## config.mk

```make
export PLATFORM = sky130hd
export DESIGN_NAME = wb_intercon_n
export DESIGN_NICKNAME = d
export VERILOG_FILES = /design/src/rtl/wb_intercon_n.sv
export SDC_FILE = /design/constraint.sdc
export NUM_CORES = 1
export LEC_CHECK = 0
export CORE_ASPECT_RATIO = 0.75
export CORE_MARGIN = 3
export CORE_UTILIZATION = 40
export DETAILED_ROUTE_END_ITERATION = 8
export HOLD_SLACK_MARGIN = 0.15
export PLACE_DENSITY = 0.9
export SLEW_MARGIN = 20
export SYNTH_ARGS = -nofsm -noshare
export SYNTH_HDL_FRONTEND = slang
export SYNTH_SLANG_ARGS = --single-unit
export TNS_END_PERCENT = 30
```

## constraint.sdc

```tcl
create_clock -name clk -period 6.3 [get_ports clk]
set_input_delay 1.26 -clock clk [delete_from_list [all_inputs] [get_ports clk]]
set_output_delay 1.26 -clock clk [all_outputs]
set_load 0.1 [all_outputs]
```

## src/rtl/wb_intercon_n.sv

```systemverilog
`default_nettype none
// ============================================================================
// Module   : wb_intercon_n
// Purpose  : Single-master, NSLAVE-slave Wishbone B4 pipelined interconnect.
//            Address windows are decoded with per-slave base/mask pairs, up to
//            MAX_OUT accepted requests are tracked in order, unmapped
//            addresses get an internal error response and a watchdog errors
//            out requests that a slave never answers.
// Ports    : clk, rst_n                 clock, asynchronous active-low reset
//            m_cyc/m_stb/m_we/m_adr/m_dat_w   master request
//            m_stall/m_ack/m_err/m_dat_r      master status and response
//            s_cyc/s_stb [NSLAVE]      per-slave cycle and strobe
//            s_we/s_adr/s_dat_w        broadcast copies of the master request
//            s_stall/s_ack/s_err [NSLAVE], s_dat_r [NSLAVE*DW]  slave status
// Revision : 1.0 - initial release
// ============================================================================
module wb_intercon_n #(
  parameter int                   NSLAVE   = 5,
  parameter int                   AW       = 16,
  parameter int                   DW       = 16,
  parameter logic [NSLAVE*AW-1:0] SLV_BASE = {16'h3800, 16'h3000, 16'h2800, 16'h2000, 16'h0000},
  parameter logic [NSLAVE*AW-1:0] SLV_MASK = {16'hF800, 16'hF800, 16'hF800, 16'hF800, 16'hE000},
  parameter int                   MAX_OUT  = 4,
  parameter int                   TIMEOUT  = 255
) (
  input  logic                 clk,
  input  logic                 rst_n,
  input  logic                 m_cyc,
  input  logic                 m_stb,
  input  logic                 m_we,
  input  logic [AW-1:0]        m_adr,
  input  logic [DW-1:0]        m_dat_w,
  output logic                 m_stall,
  output logic                 m_ack,
  output logic                 m_err,
  output logic [DW-1:0]        m_dat_r,
  output logic [NSLAVE-1:0]    s_cyc,
  output logic [NSLAVE-1:0]    s_stb,
  output logic                 s_we,
  output logic [AW-1:0]        s_adr,
  output logic [DW-1:0]        s_dat_w,
  input  logic [NSLAVE-1:0]    s_stall,
  input  logic [NSLAVE-1:0]    s_ack,
  input  logic [NSLAVE-1:0]    s_err,
  input  logic [NSLAVE*DW-1:0] s_dat_r
);

  localparam int C_TW = $clog2(NSLAVE + 1);
  localparam int C_PW = (MAX_OUT > 1) ? $clog2(MAX_OUT) : 1;
  localparam int C_CW = $clog2(MAX_OUT + 1);
  localparam int C_WW = $clog2(TIMEOUT + 1);
  localparam logic [C_TW-1:0] C_UNMAPPED = C_TW'(NSLAVE);

  // Order FIFO and bookkeeping
  logic [C_TW-1:0] r_fifo [MAX_OUT];
  logic [C_PW-1:0] r_rd, r_wr;
  logic [C_CW-1:0] r_cnt;
  logic [C_WW-1:0] r_wd;
  logic            r_int_err;
  logic [C_TW-1:0] r_last;

  logic [C_TW-1:0] w_target;
  logic [C_TW-1:0] w_head;
  logic            w_tgt_stall;
  logic            w_h_ack, w_h_err;
  logic [DW-1:0]   w_h_dat;
  logic            w_empty, w_full, w_switch, w_block;
  logic            w_head_map, w_s_ack, w_s_err, w_resp, w_wd_fire;
  logic            w_push, w_pop;
  logic [C_PW-1:0] w_rd_nxt, w_wr_nxt;
  logic [C_CW-1:0] w_cnt_nxt;
  logic [C_WW-1:0] w_wd_nxt;
  logic            w_int_err_nxt;
  logic [C_TW-1:0] w_last_nxt;

  function automatic logic [C_PW-1:0] f_inc(input logic [C_PW-1:0] p);
    if (p == C_PW'(MAX_OUT - 1)) return '0;
    return p + C_PW'(1);
  endfunction

  // Address decode: scanning downwards lets the lowest hitting index win.
  always_comb begin
    w_target = C_UNMAPPED;
    for (int i = NSLAVE - 1; i >= 0; i--) begin
      if ((m_adr & SLV_MASK[i*AW +: AW]) == SLV_BASE[i*AW +: AW]) w_target = C_TW'(i);
    end
  end

  assign w_head = r_fifo[r_rd];

  // Per-slave muxes; the unmapped index matches no slave and yields zeros.
  always_comb begin
    w_tgt_stall = 1'b0;
    w_h_ack     = 1'b0;
    w_h_err     = 1'b0;
    w_h_dat     = '0;
    for (int i = 0; i < NSLAVE; i++) begin
      if (w_target == C_TW'(i)) w_tgt_stall = s_stall[i];
      if (w_head == C_TW'(i)) begin
        w_h_ack = s_ack[i];
        w_h_err = s_err[i];
        w_h_dat = s_dat_r[i*DW +: DW];
      end
    end
  end

  assign w_empty  = (r_cnt == '0);
  assign w_full   = (r_cnt == C_CW'(MAX_OUT));
  // Every queued entry shares r_last, so a different target must wait for
  // the queue to drain; this keeps responses in request order.
  assign w_switch = !w_empty && (w_target != r_last);
  assign w_block  = w_full | w_switch;

  // Request-side outputs are forced low while reset is asserted.
  assign m_stall  = rst_n & (w_block | w_tgt_stall);
  assign w_push   = m_cyc & m_stb & !m_stall;

  assign s_we     = m_we;
  assign s_adr    = m_adr;
  assign s_dat_w  = m_dat_w;

  generate
    for (genvar g = 0; g < NSLAVE; g++) begin : g_slave
      assign s_stb[g] = rst_n & m_cyc & m_stb & (w_target == C_TW'(g)) & !w_block;
      assign s_cyc[g] = rst_n & m_cyc & (s_stb[g] | (!w_empty & (r_last == C_TW'(g))));
    end
  endgenerate

  // Response side
  assign w_head_map = !w_empty && (w_head != C_UNMAPPED);
  assign w_s_ack    = w_head_map & w_h_ack;
  assign w_s_err    = w_head_map & w_h_err;
  assign w_resp     = w_s_ack | w_s_err | r_int_err;
  assign w_wd_fire  = !w_empty && (r_wd == C_WW'(TIMEOUT)) && !w_resp;
  assign w_pop      = m_cyc & w_resp;

  assign m_ack   = m_cyc & w_s_ack;
  assign m_err   = m_cyc & (w_s_err | r_int_err | w_wd_fire);
  assign m_dat_r = w_head_map ? w_h_dat : '0;

  // Next-state for the FIFO, watchdog and internal responder
  always_comb begin
    w_rd_nxt      = r_rd;
    w_wr_nxt      = r_wr;
    w_cnt_nxt     = r_cnt;
    w_wd_nxt      = r_wd;
    w_int_err_nxt = 1'b0;
    w_last_nxt    = w_push ? w_target : r_last;
    if (!m_cyc) begin
      w_rd_nxt  = '0;
      w_wr_nxt  = '0;
      w_cnt_nxt = '0;
      w_wd_nxt  = '0;
    end else begin
      if (w_wd_fire) begin
        // Flush: everything queued so far is dropped, a same-cycle push survives.
        w_rd_nxt  = r_wr;
        w_cnt_nxt = '0;
      end else if (w_pop) begin
        w_rd_nxt  = f_inc(r_rd);
        w_cnt_nxt = r_cnt - C_CW'(1);
      end
      if (w_push) begin
        w_wr_nxt  = f_inc(r_wr);
        w_cnt_nxt = w_cnt_nxt + C_CW'(1);
      end
      if (w_wd_fire || w_resp || w_empty) w_wd_nxt = '0;
      else                                w_wd_nxt = r_wd + C_WW'(1);
      // The next head is the newest target whenever the queue stays non-empty,
      // so the internal error is raised for the cycle in which it is head.
      w_int_err_nxt = (w_cnt_nxt != '0) && (w_last_nxt == C_UNMAPPED);
    end
  end

  always_ff @(posedge clk or negedge rst_n) begin
    if (!rst_n) begin
      r_rd      <= '0;
      r_wr      <= '0;
      r_cnt     <= '0;
      r_wd      <= '0;
      r_int_err <= 1'b0;
      r_last    <= '0;
      for (int k = 0; k < MAX_OUT; k++) r_fifo[k] <= '0;
    end else begin
      r_rd      <= w_rd_nxt;
      r_wr      <= w_wr_nxt;
      r_cnt     <= w_cnt_nxt;
      r_wd      <= w_wd_nxt;
      r_int_err <= w_int_err_nxt;
      r_last    <= w_last_nxt;
      if (w_push) r_fifo[r_wr] <= w_target;
    end
  end

endmodule
`default_nettype wire

```

==> impl_metrics.yaml <==
critical_path:
  reg2reg_depth: 13
  arrival_ns: 4.20
  reg2reg_to: "r_int_err"
  critPathMaxFanout: 10
  crit_type: "input port to output pin"
  rrSetupSlack_ns: 1.78
  required_ns: 5.04
  worst_setup_path_start_kind: "input port"
  timing.rr.start: "r_rd[0]"
  endpoint_kind: "output pin"
sta:
  finalCritPeriodShare: 0.866
  tightest_slew_ns: 0.979
  rsz0062_at_grt: "no"
  tns_ns: 0
  slew_headroom: 0.346
  min_period_ns: 5.46
  drv_slew: 0
  finalSetupViolCount: 0
  hold_viol: 0
  fin_skew_ns: 0.00440
  fmax_ghz: 0.183
drt:
  drtIter0Drc: 213
  via_per_inst: 5.48
  dr.pass1.iters: 5
  drtAntennaViolNets: 0
  remaining_drc_errors: 0
  routedWlPerCell_um: 17.9
  postRouteWirelength_um: 9840
  vias: 3014
synthesis:
  synth_nets: 500
  synthTopCellsByArea: "dfrtp_1, buf_4, mux2_2"
  synth_most_common_cell: "nor2_1"
  ys_types: 49
  synth_area_leader_cell: "dfrtp_1"
  ys_async_sr_fraction: 1.00
  synth_warnings: 0
  synth.cell_area_um2: 2950
  synth_edf_count: 0
  synth.yosys.seq_area_share: 0.263
  synthCells: 359
  avgSynthCellArea_um2: 8.23
  ys_seq_elements: 31
  netlist_top_cells_count: "nor2_1, nand2_1, buf_4"
  synth_top_area_frac: 0.263
  synth-main-ff-cell: "dfrtp_1"
status:
  status: "finished, final reports clean"
place:
  portBuffers: 137
  gp_congestion: 0.897
  place_hpwl_um: 7900
  dpl_cell_area_um2: 4060
hold_path:
  hold-path-endpoint: "r_wd[0]"
  hold_path_class: "flop to flop"
  worst_hold_startpoint: "r_wd[0]"
  hold_depth: 1
pwr:
  p_leak_nw: 1.75
  irDropWorstVdd_mv: 0.363
  power.density_nw_per_um2: 444
  total_power_mw: 1.85
clock_tree:
  cts_setup_buffers: 0
  clockBufferDepth: 2
  hold_buffers: 0
  cts_resized: 0
  clk_latency_ns: 0.28
  cts_buffers: 5
  clkTransAtPathRegs_ns: 0.07
  cts.sinks: 31
  h-tree-depth: 2
  cts_tree: "yes"
  cts_root_buf: "clkbuf_8"
final_layout:
  final_layout_size_suffix_gt1_frac: 0.157
  syn2layout_area_growth_pct: 41.6
  final_area_um2: 4180
  n_fill_cell: 636
  nNetsFinal: 592
  diodes: 0
die:
  core_um2: 6990
  initial_utilization: 0.422
  ios: 194
  dieArea_um2: 8460
  die_w_um: 105
  die_y_um: 80.4
  rows: 26
job:
  maxCapViolCount: 0
grt:
  grt_pass1_vias: 2908
  antenna_found_initial: 0
  grtUsageTotal: 0.221
  grt-ovfl-total: 0
  grt_max_degree: 26
  grt_pass1_wl_um: 15000
## registers in the layout, summed over array words and instances, names as in the netlist
signal / count
r_fifo: 12
r_wd: 8
r_cnt: 3
r_last: 3
r_rd: 2
r_wr: 2
r_int_err: 1
## layout make-up
| cell class | instances | area (µm²) | share of cell area |
|---|---|---|---|
| inverter | 11 | 41.3 | 0.00987 |
| timing repair buffer | 140 | 1320 | 0.316 |
| multi-input combinational | 262 | 1800 | 0.431 |
| tap | 98 | 123 | 0.0293 |
| clock buffer | 6 | 82.6 | 0.0197 |
| sequential | 31 | 776 | 0.186 |
| clock inverter | 2 | 35.0 | 0.00838 |
## through the flow
step / hold WS (ns) / util / std cells / setup WS (ns)
global placement: 0.449 / 0.581 / 542 / 1.03
floorplan: 0.433 / - / 359 / 0.244
detailed placement: 0.473 / 0.581 / 542 / 0.902
CTS: 0.482 / 0.598 / 550 / 0.899
finish: 0.478 / 0.598 / 550 / 0.844
global route: 0.510 / 0.598 / 550 / 0.666
## worst max-delay path by stage
| stage | startpoint | endpoint | slack, ns | cells past startpoint |
|---|---|---|---|---|
| final | m_adr[14] | s_cyc[1] | 0.84 | 10 |
| after global routing | m_adr[14] | s_cyc[1] | 0.67 | 10 |
| after CTS | m_adr[14] | s_cyc[1] | 0.90 | 10 |
| after detailed placement | m_adr[14] | s_cyc[1] | 0.90 | 10 |
| after global placement | m_adr[13] | s_cyc[1] | 1.03 | 10 |
| after floorplan | m_adr[14] | s_cyc[0] | 0.24 | 9 |
## where the power goes
group	internal, mW	total, mW	switching (mW)
registers	0.250	0.298	0.0489
clock network	0.128	0.203	0.0752
logic	0.443	1.35	0.910
## critical path: stages
cell and delay, ns:
clkdlybuf4s50_1 0.44, nor2_1 0.39, o21ai_1 0.38, xor2_1 0.26
o41ai_1 0.40, and4_1 0.29, nand2_1 0.13, nor4_4 0.19
o21bai_1 0.14, buf_4 0.30
## routing by layer
layer / share of wire / track usage / wire length [µm] / up-vias
li1: - / - / - / 1433
met1: 0.44 / 0.302 / 4310 / 1452
met2: 0.49 / 0.363 / 4860 / 106
met3: 0.052 / 0.0386 / 514 / 23
met4: 0.016 / 0.0590 / 153 / 0
met5: 0 / 0 / 0 / -
## cells by family (layout without fill, tap and decap cells)
kind of cell	Yosys count	in the layout	synth area share
DFF	31	31	0.263
muxes	42	42	0.167
adders and majority gates	9	9	0.0381
and+or+nand+nor	134	134	0.207
xor gates and xnor gates	12	12	0.0356
AOI/OAI and AO/OA	65	65	0.158
buffers and inverters	66	159	0.132
## cells in the final DEF (no fill, tap or decap), drive strengths merged, types with 3 or more instances in the layout
cell type,n
inv,11
buf,32
mux4,4
a31o,3
nor2,46
xor2,7
dfrtp,31
ha,9
or3,3
mux2i,20
nand2,40
o22ai,3
clkbuf,6
mux2,18
o21ai,22
a221oi,17
xnor2,5
nor3,21
clkdlybuf4s50,108
and3,6
a31oi,5
nand3,6
Note: power is estimated with default switching activity, not from simulation.
==> variant, RTL diff (same settings) <==
Make the reset (`rst_n`) synchronous in one clocked block. Comments in the files are not updated.
--- a/src/rtl/wb_intercon_n.sv
+++ b/src/rtl/wb_intercon_n.sv
@@ -174,3 +174,3 @@
 
-  always_ff @(posedge clk or negedge rst_n) begin
+  always_ff @(posedge clk) begin
     if (!rst_n) begin
Check against the original RTL: differs if rst_n is asserted again (counterexample within 4 cycles, from zero or initial values and one cycle with rst_n low); with rst_n held inactive, the same outputs for 4 cycles.
==> variant against the original RTL <==
Count of clock-buffer cells in the layout grew 2. Area after synthesis shrank 1.5%. Design area shrank 1.7%. Critical path type unchanged. Routed wire length shrank 7.8%. Setup slack gained 0.15 ns. Sequential cell count grew 2.
Power is not compared: it rests on default switching activity, and its combinational part moved more than twofold at a synthesized area within 25%.
==> variant: results (changes against the original RTL) <==
GRT:
- The total track usage came to 20.8% (was 22.1%).
- The maximum number of pins on one net before global-route repair is 28 (was 26).
- The fraction of met1 tracks used by global routing is 27.1% (was 30.2%).
- The global routing usage on met3 is 4.77% (was 3.86%).
- The global-route wire length before repair came to 13,900 um (was 15,000 um).

Synth:
- The count of unique library cells instantiated by Yosys is 58 (was 49).
- The number of enable flip-flop cells after synthesis was 12 (was 0).
- The net count after synthesis is 481 (was 500).
- The sequential area share after synthesis came to 26.8% (was 26.3%).
- The number of instances in the synthesized netlist is 343 (was 359).
- Synth cell count leaders: nor2_1 (49), buf_4 (33), nand2_1 (22) (was nor2_1 (46), nand2_1 (39), buf_4 (35)).
- Leading post-synthesis cells by cell area: dfxtp_1 (14%), edfxtp_1 (12%), buf_4 (8.5%), mux4_2 (8.5%), nor2_1 (6.3%) (was dfrtp_1 (26%), buf_4 (8.9%), mux2_2 (6.9%), mux2i_1 (6.8%), nor2_1 (5.8%)).
- The share of synthesized registers carrying an async set or reset is 0% (was 100%).

Place:
- The global placer's final weighted congestion was 0.903 (was 0.897).
- The placed cell area is 4000 sq um (was 4060 sq um).
- The minimum setup slack after placement is 1.04 ns (was 0.902 ns).
- The number of placed instances, taps included is 524 (was 542).

Routing:
- The DRC violation total after the first TritonRoute iteration is 144 (was 213).
- The wire length per cell is 17.1 um (was 17.9 um).
- The ratio of routed vias to standard cells is 5.48 (about the same).

Cells and area:
- The total number of nets in the final design is 571 (was 592).
- The final-layout fill cell count is 580 (was 636).

Timing:
- The worst max-slew margin expressed relative to the limit is 33.6% (was 34.6%).
- The clock skew after layout came to 0.00395 ns (was 0.00440 ns).

Critical path:
- The path depth of the worst reg2reg path is 10 (was 13).
- The launch point of the worst path is m_adr[15] (was m_adr[14]).
- The setup slack on the worst flop-to-flop path is 2.43 ns (was 1.78 ns).
- The worst endpoint data arrival time is 4.05 ns (was 4.20 ns).
- The top fanout value on the critical path is 8 (was 10).

Run status:
- Outcome: finished clean (unchanged).
[variant: cell types whose count changed in the layout (fill, tap and decap cells not counted), sizes merged, moves of 5 or more]
cell and change:
a21oi +10, a221oi -9, a22oi +7, dfrtp -31
dfxtp +21, edfxtp +12, mux2 -16, mux2i -5
mux4 +8, nand2 -17, o21ai -10
[variant: worst max-delay path, cell delays in order]
cell and delay (ns):
clkdlybuf4s50_1 0.44, or2_0 0.38, or3_1 0.41, a21oi_1 0.23, a31oi_1 0.21, nor3_1 0.33, nand2_1 0.12, nor3_1 0.21
o21bai_1 0.15, buf_4 0.30
[variant: through the flow]
stage                     utilization [%]  power, mW  hold slack (ns)
after CTS                            59.3      0.694            0.494
after floorplan                         -      0.490            0.442
after global routing                 59.3      0.720            0.533
after detailed placement             57.7      0.503            0.476
after global placement               57.7      0.497            0.462
final                                59.3      0.689            0.488
[variant: worst min path at each step]
stage / cells after the start / from / end
3_3_place_gp: 1 / r_wd[0] / r_wd[0]
4_1_cts: 1 / r_wd[0] / r_wd[0]
3_5_place_dp: 1 / r_wd[0] / r_wd[0]
2_1_floorplan: 1 / r_wd[0] / r_wd[0]
5_1_grt: 1 / r_wd[0] / r_wd[0]
6_report: 1 / r_wd[0] / r_wd[0]
[variant: final cells by class]
cell class	instances	area [sq um]	share of cell area [%]
Clock buffer	8	111	2.71
Inverter	12	45.0	1.10
Multi-Input combinational cell	243	1740	42.4
Sequential cell	33	781	19.0
Tap cell	98	123	2.98
Timing Repair Buffer	138	1310	31.8
[variant: kinds of logic after synthesis]
family | Yosys count | share of synthesized area (%)
AOI/OAI and AO/OA | 62 | 15.8
xor gates and xnor gates | 11 | 3.31
adders and majority gates | 6 | 2.58
buffers and inverters | 67 | 13.5
DFF | 33 | 26.8
muxes | 29 | 15.5
and+or+nand+nor | 135 | 22.5
[variant: report_power, final]
| group | internal [mW] | switching [mW] |
|---|---|---|
| clock | 0.113 | 0.0755 |
| combinational | 0.117 | 0.149 |
| sequential | 0.228 | 0.00583 |
| total | 0.458 | 0.230 |
[variant: per-layer routing]
metal	vias up	part of all wire (%)	wire (um)
met5	-	0	0
met4	0	2.1	193
met3	19	7.6	694
met2	132	48	4350
met1	1377	42	3830
li1	1386	-	-
